**src/rtl/arc4_if.sv**
```systemverilog
// ARC4 encryptor bus: start/ready handshake plus S, PT and CT memory ports.
// master = encryptor side (drives the memory buses), slave = environment side.
interface arc4_if #(
    parameter int unsigned KEY_BYTES = 3
);
    logic                     en;
    logic                     rdy;
    logic [8*KEY_BYTES-1:0]   key;
    logic [7:0]               s_addr;
    logic [7:0]               s_rddata;
    logic [7:0]               s_wrdata;
    logic                     s_wren;
    logic [7:0]               pt_addr;
    logic [7:0]               pt_rddata;
    logic [7:0]               ct_addr;
    logic [7:0]               ct_wrdata;
    logic                     ct_wren;

    modport master (
        input  en, key, s_rddata, pt_rddata,
        output rdy, s_addr, s_wrdata, s_wren, pt_addr, ct_addr, ct_wrdata, ct_wren
    );

    modport slave (
        output en, key, s_rddata, pt_rddata,
        input  rdy, s_addr, s_wrdata, s_wren, pt_addr, ct_addr, ct_wrdata, ct_wren
    );
endinterface

```
**src/rtl/arc4_encrypt.sv**
```systemverilog
// ARC4 encryptor: S-box init, key schedule and keystream generation over an external
// 256x8 S memory; reads a length-prefixed plaintext and writes a length-prefixed ciphertext.
// All memories have one cycle of synchronous read latency, so every read uses an
// "address presented" state followed by a "data valid" state.
module arc4_encrypt #(
    parameter int unsigned KEY_BYTES = 3
) (
    input logic    clk,
    input logic    rst_n,
    arc4_if.master bus
);

    typedef enum logic [4:0] {
        StIdle,
        StInit,
        StKsaRdI,
        StKsaLatI,
        StKsaRdJ,
        StKsaLatJ,
        StKsaWrI,
        StKsaWrJ,
        StLenRd,
        StLenLat,
        StLenWr,
        StPrgaRdI,
        StPrgaLatI,
        StPrgaRdJ,
        StPrgaLatJ,
        StPrgaWrI,
        StPrgaWrJ,
        StPrgaRdP,
        StPrgaLatP,
        StPrgaWrCt,
        StDone
    } state_e;

    state_e                 state_q;
    logic [8*KEY_BYTES-1:0] key_q;
    logic [7:0]             kidx_q;
    logic [8:0]             cnt_q;   // 9 bits so INIT can count to 256 without aliasing
    logic [7:0]             i_q;
    logic [7:0]             j_q;
    logic [7:0]             si_q;
    logic [7:0]             sj_q;
    logic [7:0]             len_q;
    logic [7:0]             pt_q;

    logic                   rdy_q;
    logic [7:0]             s_addr_q;
    logic [7:0]             s_wrdata_q;
    logic                   s_wren_q;
    logic [7:0]             pt_addr_q;
    logic [7:0]             ct_addr_q;
    logic [7:0]             ct_wrdata_q;
    logic                   ct_wren_q;

    logic [7:0]             key_byte;
    logic [7:0]             kidx_next;
    logic [7:0]             j_ksa;
    logic [7:0]             j_prga;
    logic [7:0]             pad_addr;

    // Key byte for the current KSA step; byte 0 is the most significant byte of the key.
    always_comb begin
        key_byte = 8'h00;
        for (int unsigned n = 0; n < KEY_BYTES; n++) begin
            if (kidx_q == 8'(n)) key_byte = key_q[8*(KEY_BYTES-1-n) +: 8];
        end
        kidx_next = (kidx_q == 8'(KEY_BYTES - 1)) ? 8'h00 : kidx_q + 8'd1;
    end

    // Index arithmetic, all mod 256.
    always_comb begin
        j_ksa    = j_q + bus.s_rddata + key_byte;
        j_prga   = j_q + bus.s_rddata;
        pad_addr = si_q + sj_q;
    end

    assign bus.rdy       = rdy_q;
    assign bus.s_addr    = s_addr_q;
    assign bus.s_wrdata  = s_wrdata_q;
    assign bus.s_wren    = s_wren_q;
    assign bus.pt_addr   = pt_addr_q;
    assign bus.ct_addr   = ct_addr_q;
    assign bus.ct_wrdata = ct_wrdata_q;
    assign bus.ct_wren   = ct_wren_q;

    // Main sequencer: every output is registered and set for the state being entered.
    always_ff @(posedge clk or negedge rst_n) begin
        if (!rst_n) begin
            state_q     <= StIdle;
            key_q       <= '0;
            kidx_q      <= 8'h00;
            cnt_q       <= 9'd0;
            i_q         <= 8'h00;
            j_q         <= 8'h00;
            si_q        <= 8'h00;
            sj_q        <= 8'h00;
            len_q       <= 8'h00;
            pt_q        <= 8'h00;
            rdy_q       <= 1'b1;
            s_addr_q    <= 8'h00;
            s_wrdata_q  <= 8'h00;
            s_wren_q    <= 1'b0;
            pt_addr_q   <= 8'h00;
            ct_addr_q   <= 8'h00;
            ct_wrdata_q <= 8'h00;
            ct_wren_q   <= 1'b0;
        end else begin
            unique case (state_q)
                StIdle: begin
                    if (bus.en) begin
                        key_q      <= bus.key;
                        rdy_q      <= 1'b0;
                        s_addr_q   <= 8'h00;
                        s_wrdata_q <= 8'h00;
                        s_wren_q   <= 1'b1;
                        ct_wren_q  <= 1'b0;
                        cnt_q      <= 9'd1;
                        state_q    <= StInit;
                    end
                end
                StInit: begin
                    if (cnt_q == 9'd256) begin
                        s_wren_q <= 1'b0;
                        s_addr_q <= 8'h00;
                        i_q      <= 8'h00;
                        j_q      <= 8'h00;
                        kidx_q   <= 8'h00;
                        cnt_q    <= 9'd0;
                        state_q  <= StKsaRdI;
                    end else begin
                        s_addr_q   <= cnt_q[7:0];
                        s_wrdata_q <= cnt_q[7:0];
                        cnt_q      <= cnt_q + 9'd1;
                    end
                end
                StKsaRdI: state_q <= StKsaLatI;
                StKsaLatI: begin
                    si_q     <= bus.s_rddata;
                    j_q      <= j_ksa;
                    s_addr_q <= j_ksa;
                    kidx_q   <= kidx_next;
                    state_q  <= StKsaRdJ;
                end
                StKsaRdJ: state_q <= StKsaLatJ;
                StKsaLatJ: begin
                    // Swap values come from registers; S is never re-read mid-swap.
                    sj_q       <= bus.s_rddata;
                    s_addr_q   <= i_q;
                    s_wrdata_q <= bus.s_rddata;
                    s_wren_q   <= 1'b1;
                    state_q    <= StKsaWrI;
                end
                StKsaWrI: begin
                    s_addr_q   <= j_q;
                    s_wrdata_q <= si_q;
                    state_q    <= StKsaWrJ;
                end
                StKsaWrJ: begin
                    s_wren_q <= 1'b0;
                    if (cnt_q == 9'd255) begin
                        pt_addr_q <= 8'h00;
                        state_q   <= StLenRd;
                    end else begin
                        cnt_q    <= cnt_q + 9'd1;
                        i_q      <= i_q + 8'd1;
                        s_addr_q <= i_q + 8'd1;
                        state_q  <= StKsaRdI;
                    end
                end
                StLenRd: state_q <= StLenLat;
                StLenLat: begin
                    len_q       <= bus.pt_rddata;
                    ct_addr_q   <= 8'h00;
                    ct_wrdata_q <= bus.pt_rddata;
                    ct_wren_q   <= 1'b1;
                    state_q     <= StLenWr;
                end
                StLenWr: begin
                    ct_wren_q <= 1'b0;
                    i_q       <= 8'd1;
                    j_q       <= 8'h00;
                    cnt_q     <= 9'd1;
                    if (len_q == 8'h00) begin
                        state_q <= StDone;
                    end else begin
                        s_addr_q  <= 8'd1;
                        pt_addr_q <= 8'd1;
                        state_q   <= StPrgaRdI;
                    end
                end
                StPrgaRdI: state_q <= StPrgaLatI;
                StPrgaLatI: begin
                    si_q     <= bus.s_rddata;
                    j_q      <= j_prga;
                    s_addr_q <= j_prga;
                    pt_q     <= bus.pt_rddata;
                    state_q  <= StPrgaRdJ;
                end
                StPrgaRdJ: state_q <= StPrgaLatJ;
                StPrgaLatJ: begin
                    sj_q       <= bus.s_rddata;
                    s_addr_q   <= i_q;
                    s_wrdata_q <= bus.s_rddata;
                    s_wren_q   <= 1'b1;
                    state_q    <= StPrgaWrI;
                end
                StPrgaWrI: begin
                    s_addr_q   <= j_q;
                    s_wrdata_q <= si_q;
                    state_q    <= StPrgaWrJ;
                end
                StPrgaWrJ: begin
                    // Pad read is issued only after both swap writes, so it sees post-swap S.
                    s_wren_q <= 1'b0;
                    s_addr_q <= pad_addr;
                    state_q  <= StPrgaRdP;
                end
                StPrgaRdP: state_q <= StPrgaLatP;
                StPrgaLatP: begin
                    ct_addr_q   <= cnt_q[7:0];
                    ct_wrdata_q <= bus.s_rddata ^ pt_q;
                    ct_wren_q   <= 1'b1;
                    state_q     <= StPrgaWrCt;
                end
                StPrgaWrCt: begin
                    ct_wren_q <= 1'b0;
                    if (cnt_q[7:0] == len_q) begin
                        state_q <= StDone;
                    end else begin
                        cnt_q     <= cnt_q + 9'd1;
                        i_q       <= i_q + 8'd1;
                        s_addr_q  <= i_q + 8'd1;
                        pt_addr_q <= cnt_q[7:0] + 8'd1;
                        state_q   <= StPrgaRdI;
                    end
                end
                StDone: begin
                    s_wren_q  <= 1'b0;
                    ct_wren_q <= 1'b0;
                    rdy_q     <= 1'b1;
                    state_q   <= StIdle;
                end
                default: state_q <= StIdle;
            endcase
        end
    end

endmodule
```
**src/flat_wrapper.sv**
```systemverilog
// flat-port wrapper written by rule: the top's interface ports become plain ports
module arc4_encrypt_flat 
#(
    parameter int unsigned KEY_BYTES = 3
)
  (clk, rst_n, bus_en, bus_key, bus_s_rddata, bus_pt_rddata, bus_rdy, bus_s_addr, bus_s_wrdata, bus_s_wren, bus_pt_addr, bus_ct_addr, bus_ct_wrdata, bus_ct_wren);
  arc4_if #(.KEY_BYTES(KEY_BYTES)) bus_i ();
  input logic clk;
  input logic rst_n;
  input wire logic [$bits(bus_i.en)-1:0] bus_en;
  input wire logic [$bits(bus_i.key)-1:0] bus_key;
  input wire logic [$bits(bus_i.s_rddata)-1:0] bus_s_rddata;
  input wire logic [$bits(bus_i.pt_rddata)-1:0] bus_pt_rddata;
  output wire logic [$bits(bus_i.rdy)-1:0] bus_rdy;
  output wire logic [$bits(bus_i.s_addr)-1:0] bus_s_addr;
  output wire logic [$bits(bus_i.s_wrdata)-1:0] bus_s_wrdata;
  output wire logic [$bits(bus_i.s_wren)-1:0] bus_s_wren;
  output wire logic [$bits(bus_i.pt_addr)-1:0] bus_pt_addr;
  output wire logic [$bits(bus_i.ct_addr)-1:0] bus_ct_addr;
  output wire logic [$bits(bus_i.ct_wrdata)-1:0] bus_ct_wrdata;
  output wire logic [$bits(bus_i.ct_wren)-1:0] bus_ct_wren;
  assign bus_i.en = bus_en;
  assign bus_i.key = bus_key;
  assign bus_i.s_rddata = bus_s_rddata;
  assign bus_i.pt_rddata = bus_pt_rddata;
  assign bus_rdy = bus_i.rdy;
  assign bus_s_addr = bus_i.s_addr;
  assign bus_s_wrdata = bus_i.s_wrdata;
  assign bus_s_wren = bus_i.s_wren;
  assign bus_pt_addr = bus_i.pt_addr;
  assign bus_ct_addr = bus_i.ct_addr;
  assign bus_ct_wrdata = bus_i.ct_wrdata;
  assign bus_ct_wren = bus_i.ct_wren;
  arc4_encrypt #(.KEY_BYTES(KEY_BYTES)) u_core (.clk(clk), .rst_n(rst_n), .bus(bus_i));
endmodule
```
**config.mk**
```make
export PLATFORM = sky130hd
export DESIGN_NAME = arc4_encrypt_flat
export DESIGN_NICKNAME = d
export VERILOG_FILES = /design/src/rtl/arc4_if.sv /design/src/rtl/arc4_encrypt.sv /design/src/flat_wrapper.sv
export SDC_FILE = /design/constraint.sdc
export NUM_CORES = 1
export LEC_CHECK = 0
export BUFFER_PORTS_ARGS = -buffer_cell sky130_fd_sc_hd__buf_2
export CORE_UTILIZATION = 42
export DETAILED_ROUTE_END_ITERATION = 12
export PLACE_DENSITY = 0.63
export SLEW_MARGIN = 20
export SYNTH_ARGS = -nofsm -noshare
export SYNTH_HDL_FRONTEND = slang
export SYNTH_SLANG_ARGS = --single-unit
```
**constraint.sdc**
```tcl
create_clock -name clk -period 3.6 [get_ports clk]
set_input_delay 0.18 -clock clk [delete_from_list [all_inputs] [get_ports clk]]
set_output_delay 0.18 -clock clk [all_outputs]
set_load 0.1 [all_outputs]
```
### After elaboration in Yosys (flattened, before gate mapping)

Index checks and enable logic that the tools add are counted.

* add/sub/neg operators: 7
* eq/ne operators: 32
* multiplexer cells: 38
* bitwise logic cells: 1
* reductions and logical operators: 32

Operators with widths (count)
* two-way mux 8 bit: 13
* case mux 5 bit (20 select lines): 1
* case mux 8 bit (4 select lines): 3
* case mux 8 bit (10 select lines): 1
* case mux 8 bit (2 select lines): 3
* case mux 9 bit (5 select lines): 1
* == test 5 x 4 -> 1 bit (second input constant): 8
* two-way mux 9 bit: 4
* == test 5 bit (second input constant): 5
* adder 8 x 1 -> 8 bit (second input constant): 3
* adder 8 bit: 3
* case mux 8 bit (3 select lines): 1
* == test 5 x 3 -> 1 bit (second input constant): 4
* two-way mux 5 bit: 4
* logical NOT 8 bit: 2
* nonzero test 4 bit: 4
* AND reduction 2 bit: 6
* AND reduction 4 bit: 3
* == test 5 x 2 -> 1 bit (second input constant): 2
* inequality test 2 bit (second input constant): 5
* nonzero test 10 bit: 1
* adder 9 x 1 -> 9 bit (second input constant): 1
* == test 9 x 8 -> 1 bit (second input constant): 1
* == test 9 bit (second input constant): 1
* 19 further kinds: 30

* bits in registers: 137
* output and inout bits: 43
* logic and storage cells: 128

### Logic depth before layout (Yosys ltp)

* word-level depth: 6
* depth in mapped cells: 15

### Worst setup path before layout

OpenSTA, ideal clock, no wires.

* path kind: register to register
* start: register u_core.kidx_q[6]
* end: register u_core.s_addr_q[6], in the netlist u_core.bus.s_addr[6]
* setup time: 0.138 ns
* arrival: 3.338 ns
* required time: 3.462 ns
* setup slack: 0.124 ns
* cell stages (with the launch flop): 16
* path buffers: 1
* clock period less this slack: 3.476 ns
* path through: dfrtp_1 -> or4_1 -> nor3_1 -> nand2_1 -> clkbuf_1 -> nor2_1 -> a21oi_1 -> ha_1 -> fa_1 -> a211oi_1 -> o21bai_1 -> a21oi_1 -> xnor2_1 -> a22o_1 -> a2111oi_0 -> a21oi_1

* longest elaborated chain between the ends: 6

RTL lines
* start: declaration: line arc4_encrypt.sv:39 `logic [7:0] kidx_q;`
* start signal: assignment: line arc4_encrypt.sv:143 `kidx_q <= kidx_next;`
* logical NOT 8 bit: line arc4_encrypt.sv:67 `if (kidx_q == 8'(n)) key_byte = key_q[8*(KEY_BYTES-1-n) +: 8];`
* two-way mux 8 bit (2 in series): line arc4_encrypt.sv:67
* two-way mux 8 bit *: line arc4_encrypt.sv:67
* adder 8 bit *: line arc4_encrypt.sv:74 `j_ksa = j_q + bus.s_rddata + key_byte;`
* case mux 8 bit (10 select lines) *: line arc4_encrypt.sv:110 `unique case (state_q)`
* end signal: assignment: line arc4_encrypt.sv:133 `s_addr_q <= cnt_q[7:0];`
* end signal: assignment: line arc4_encrypt.sv:142 `s_addr_q <= j_ksa;`
* end signal: assignment: line arc4_encrypt.sv:150 `s_addr_q <= i_q;`
* end: declaration: line arc4_encrypt.sv:49 `logic [7:0] s_addr_q;`

Mark *: on every way between the ends. The rest lies on a longest branch, timed or not.
A chain may end at the register's enable or synchronous reset.

### Worst setup path in the final report

* start: register u_core.kidx_q[7]
* end: register u_core.s_addr_q[6], in the netlist u_core.bus.s_addr[6]

The elaborated chain is that of the path after synthesis.

==> flow_summary.ini <==
[clock_network]
cts.sinks = 137
clk_path_buf_depth = 2
clkTransAtPathRegs_ns = 0.06
htree_levels = 4
clk_latency_ns = 0.43
cts_buffers = 17
cts_tree = built
cts_setup_buffers = 0
root_buffer = clkbuf_16

[routing]
drc = 0
viasPerCell = 5.70
dr.pass1.iters = 7
antenna_left = 0
vias = 6491
wl_per_cell_um = 18.4
routed_wl_mm = 20.9
drtIter0Drc = 543

[global_routing]
grt_usage = 0.237
antenna_found_initial = 0
busiest_layer = met2
grt_overflow_total = 0
grt_pass1_wl_mm = 33.2
use_met3 = 0.0463
use_met1 = 0.317
grt_max_degree = 84
use_met2 = 0.378
grt_pass1_vias = 6164

[floorplan]
initial_core_util = 0.436
rows = 48
die_w_um = 137
fp.dieH_um = 137
fp.coreArea_um2 = 17500
ios = 86
die_area_um2 = 18700

[synthesis]
synth_edf_count = 0
yosys_warnings = 0
synth_cell_types = 67
ys_ff_latch = 137
synth.area.mux_share = 0.0795
synth_area_leaders = dfrtp_1 45%, mux2_2 7.7%, ha_1 4.8%
synthArstFlopShare = 1.00
synth_compound_area_frac = 0.175
synth.avg_cell_area_um2 = 9.87
yosysSeqAreaShare = 0.450
synth.largest_area_cell = dfrtp_1
synth_xor_area_frac = 0.0529
synth_top_family_by_area = compound AO/OA/AOI/OAI gates
synth-main-ff-cell = dfrtp_1
synthCells = 772
syn-cell-area_um2 = 7620
synth_top_area_frac = 0.447
synth_fp_nets = 847
synth_fa_ha_area_frac = 0.0555
synthSimpleGateAreaFrac = 0.154

[critical_path]
cp-startpoint = u_core.kidx_q[7]$_DFFE_PN0P_
slowest_delay_ns = 0.54
crit_arrival_ns = 3.69
crit_required_ns = 3.89
reg2reg_slack_ns = 0.21
rr_worst_depth = 15
path_class = reg2reg
critPathLaunchType = register
slowest_stage = or4_1
path_common_cell = a21oi_1
regToRegStartpoint = u_core.kidx_q[7]$_DFFE_PN0P_
cp_max_fo = 5
crit_path_end_kind = register
crit_chain = or4_1, nor3_2, buf_4, nand2_1, nor2_1, a21oi_1, ha_1, fa_2, a211oi_1, o21bai_1, a21oi_1, xnor2_1, a22o_1, a2111oi_2, a21oi_1
r2r_end = u_core.bus.s_addr[6]$_DFFE_PN0P_

[power]
intPower_w = 0.00266
finalPower_w = 0.00349
p_seq_frac = 0.443
switching_share = 0.238
comb_power_share = 0.054
power_density_nw_per_um2 = 374
power.leakage_nw = 4.60
vdd_drop_max_uv = 319
power.share.clock = 0.503
switchingPower_w = 0.000832

[place]
dp_hpwl_mm = 14.9
pre_cts_ws_ns = 0.0732
gp_congestion = 0.919
place_area_um2 = 8390
port_buffers = 85

[timing]
period_share = 0.942
skew_ns = 0.0101
min_period_ns = 3.39
drv_slew = 0
fin_tns_setup_ns = 0
slew_headroom = 0.415
setup_violations = 0
setup_ws_ns = 0.208
hold_viol_final = 0
worstMarginPinSlew_ns = 0.875
timing.fmax_mhz = 295

[job]
max_cap_violations = 0

[hold_path]
hold_path_depth = 2
worstHoldEndpoint = u_core.sj_q[0]$_DFFE_PN0N_
worstHoldPathType = in2reg
hp-start = bus_s_rddata[0]

[finish]
multiInputGateArea_um2 = 3970
areaGrowthSynthToFinish_pct = 22.5
postLayoutCoreUtil = 0.534
final_common_cell = dfrtp_1
fillers = 1568
stdcell_area_um2 = 9330
final_net_count = 975
seqCellArea_um2 = 3430
drive_above_1_share = 0.237
most-common-layout-cells = 136 x dfrtp_1, 92 x nand2_1, 84 x buf_2, 52 x mux2_2, 50 x nor2_1
num_antenna_cells = 0

[outcome]
status = completed
==> stage by stage <==
stage	std cells	hold WS [ns]
after floorplan	772	-0.116
after global placement	1073	0.292
after detailed placement	1073	0.291
after CTS	1138	0.0932
after global routing	1138	0.0937
final	1138	0.103
==> per-layer routing <==
| layer | share of wire | vias up | routed length (um) |
|---|---|---|---|
| li1 | - | 3071 | - |
| met1 | 0.46 | 3160 | 9550 |
| met2 | 0.46 | 228 | 9670 |
| met3 | 0.057 | 32 | 1200 |
| met4 | 0.025 | 0 | 523 |
| met5 | 0 | - | 0 |
==> how the worst max path moves through the flow <==
stage	depth (start not counted)	slack, ns	endpoint
2_1_floorplan	15	0.12	u_core.bus.s_addr[6]$_DFFE_PN0P_
3_3_place_gp	15	0.19	u_core.bus.s_addr[6]$_DFFE_PN0P_
3_5_place_dp	15	0.07	u_core.bus.s_addr[6]$_DFFE_PN0P_
4_1_cts	15	0.04	u_core.bus.s_addr[6]$_DFFE_PN0P_
5_1_grt	14	-0.03	u_core.bus.s_addr[6]$_DFFE_PN0P_
6_report	15	0.21	u_core.bus.s_addr[6]$_DFFE_PN0P_
==> repair_timing <==
item / 4_1_cts / 5_1_grt
hold buffers: 33 / 0
endpoints found under the hold margin: 118 / 0
resized for setup: 0 / 7
endpoints found under the setup margin: 0 / 5
==> sequential cells by signal, summed over array words and instances, names as in the netlist <==
| name | flops |
|---|---|
| u_core.bus.s_wrdata | 8 |
| u_core.bus.ct_wren | 1 |
| u_core.key_q | 24 |
| u_core.j_q | 8 |
| u_core.kidx_q | 8 |
| u_core.i_q | 8 |
| u_core.bus.s_addr | 8 |
| u_core.bus.rdy | 1 |
| u_core.bus.s_wren | 1 |
| u_core.bus.pt_addr | 8 |
| u_core.bus.ct_wrdata | 8 |
| u_core.len_q | 8 |
| u_core.state_q | 5 |
| u_core.sj_q | 8 |
| u_core.pt_q | 8 |
| u_core.si_q | 8 |
| u_core.bus.ct_addr | 8 |
| u_core.cnt_q | 9 |
==> logic make-up after synthesis <==
kind of cell / count (synthesis)
AND/OR/NAND/NOR: 242
flip-flops: 137
adder cells (fa/ha/maj): 32
multiplexers: 54
XOR/XNOR: 46
AO/OA/AOI/OAI: 201
buffers and inverters: 60
==> worst max-delay path, delay by kind of cell, from the launching register on <==
family	cells	cell delay (ns)
xor gates and xnor gates	1	0.09
AOI/OAI and AO/OA	7	1.21
and+or+nand+nor	4	0.85
buffers and inverters	1	0.15
DFF	1	0.38
adders and majority gates	2	0.59
==> area by class of cell <==
class / instances / area share
timing repair buffer: 148 / 0.106
sequential: 137 / 0.368
clock buffer: 19 / 0.0475
multi-input combinational: 575 / 0.425
clock inverter: 13 / 0.0153
inverter: 21 / 0.00845
tap: 225 / 0.0302
==> synthesized netlist by cell type, types with 17 or more instances <==
cell type and n:
dfrtp_1 136, nand2_1 92, mux2_2 52, nor2_1 50
o21ai_0 49, a21oi_1 43, xor2_1 30, ha_1 29
nand3_1 27, clkbuf_1 23, inv_1 21, and3_1 17
==> power by group through the flow <==
stage | sequential [W] | combinational, W | clock [W]
floorplan | 0.00161 | 0.0000433 | 0
finish | 0.00155 | 0.000189 | 0.00175
global route | 0.00155 | 0.000205 | 0.00185
global placement | 0.00157 | 0.000161 | 0
detailed placement | 0.00157 | 0.000161 | 0
CTS | 0.00155 | 0.000189 | 0.00178
No activity file was read; power rests on OpenSTA's default activity.
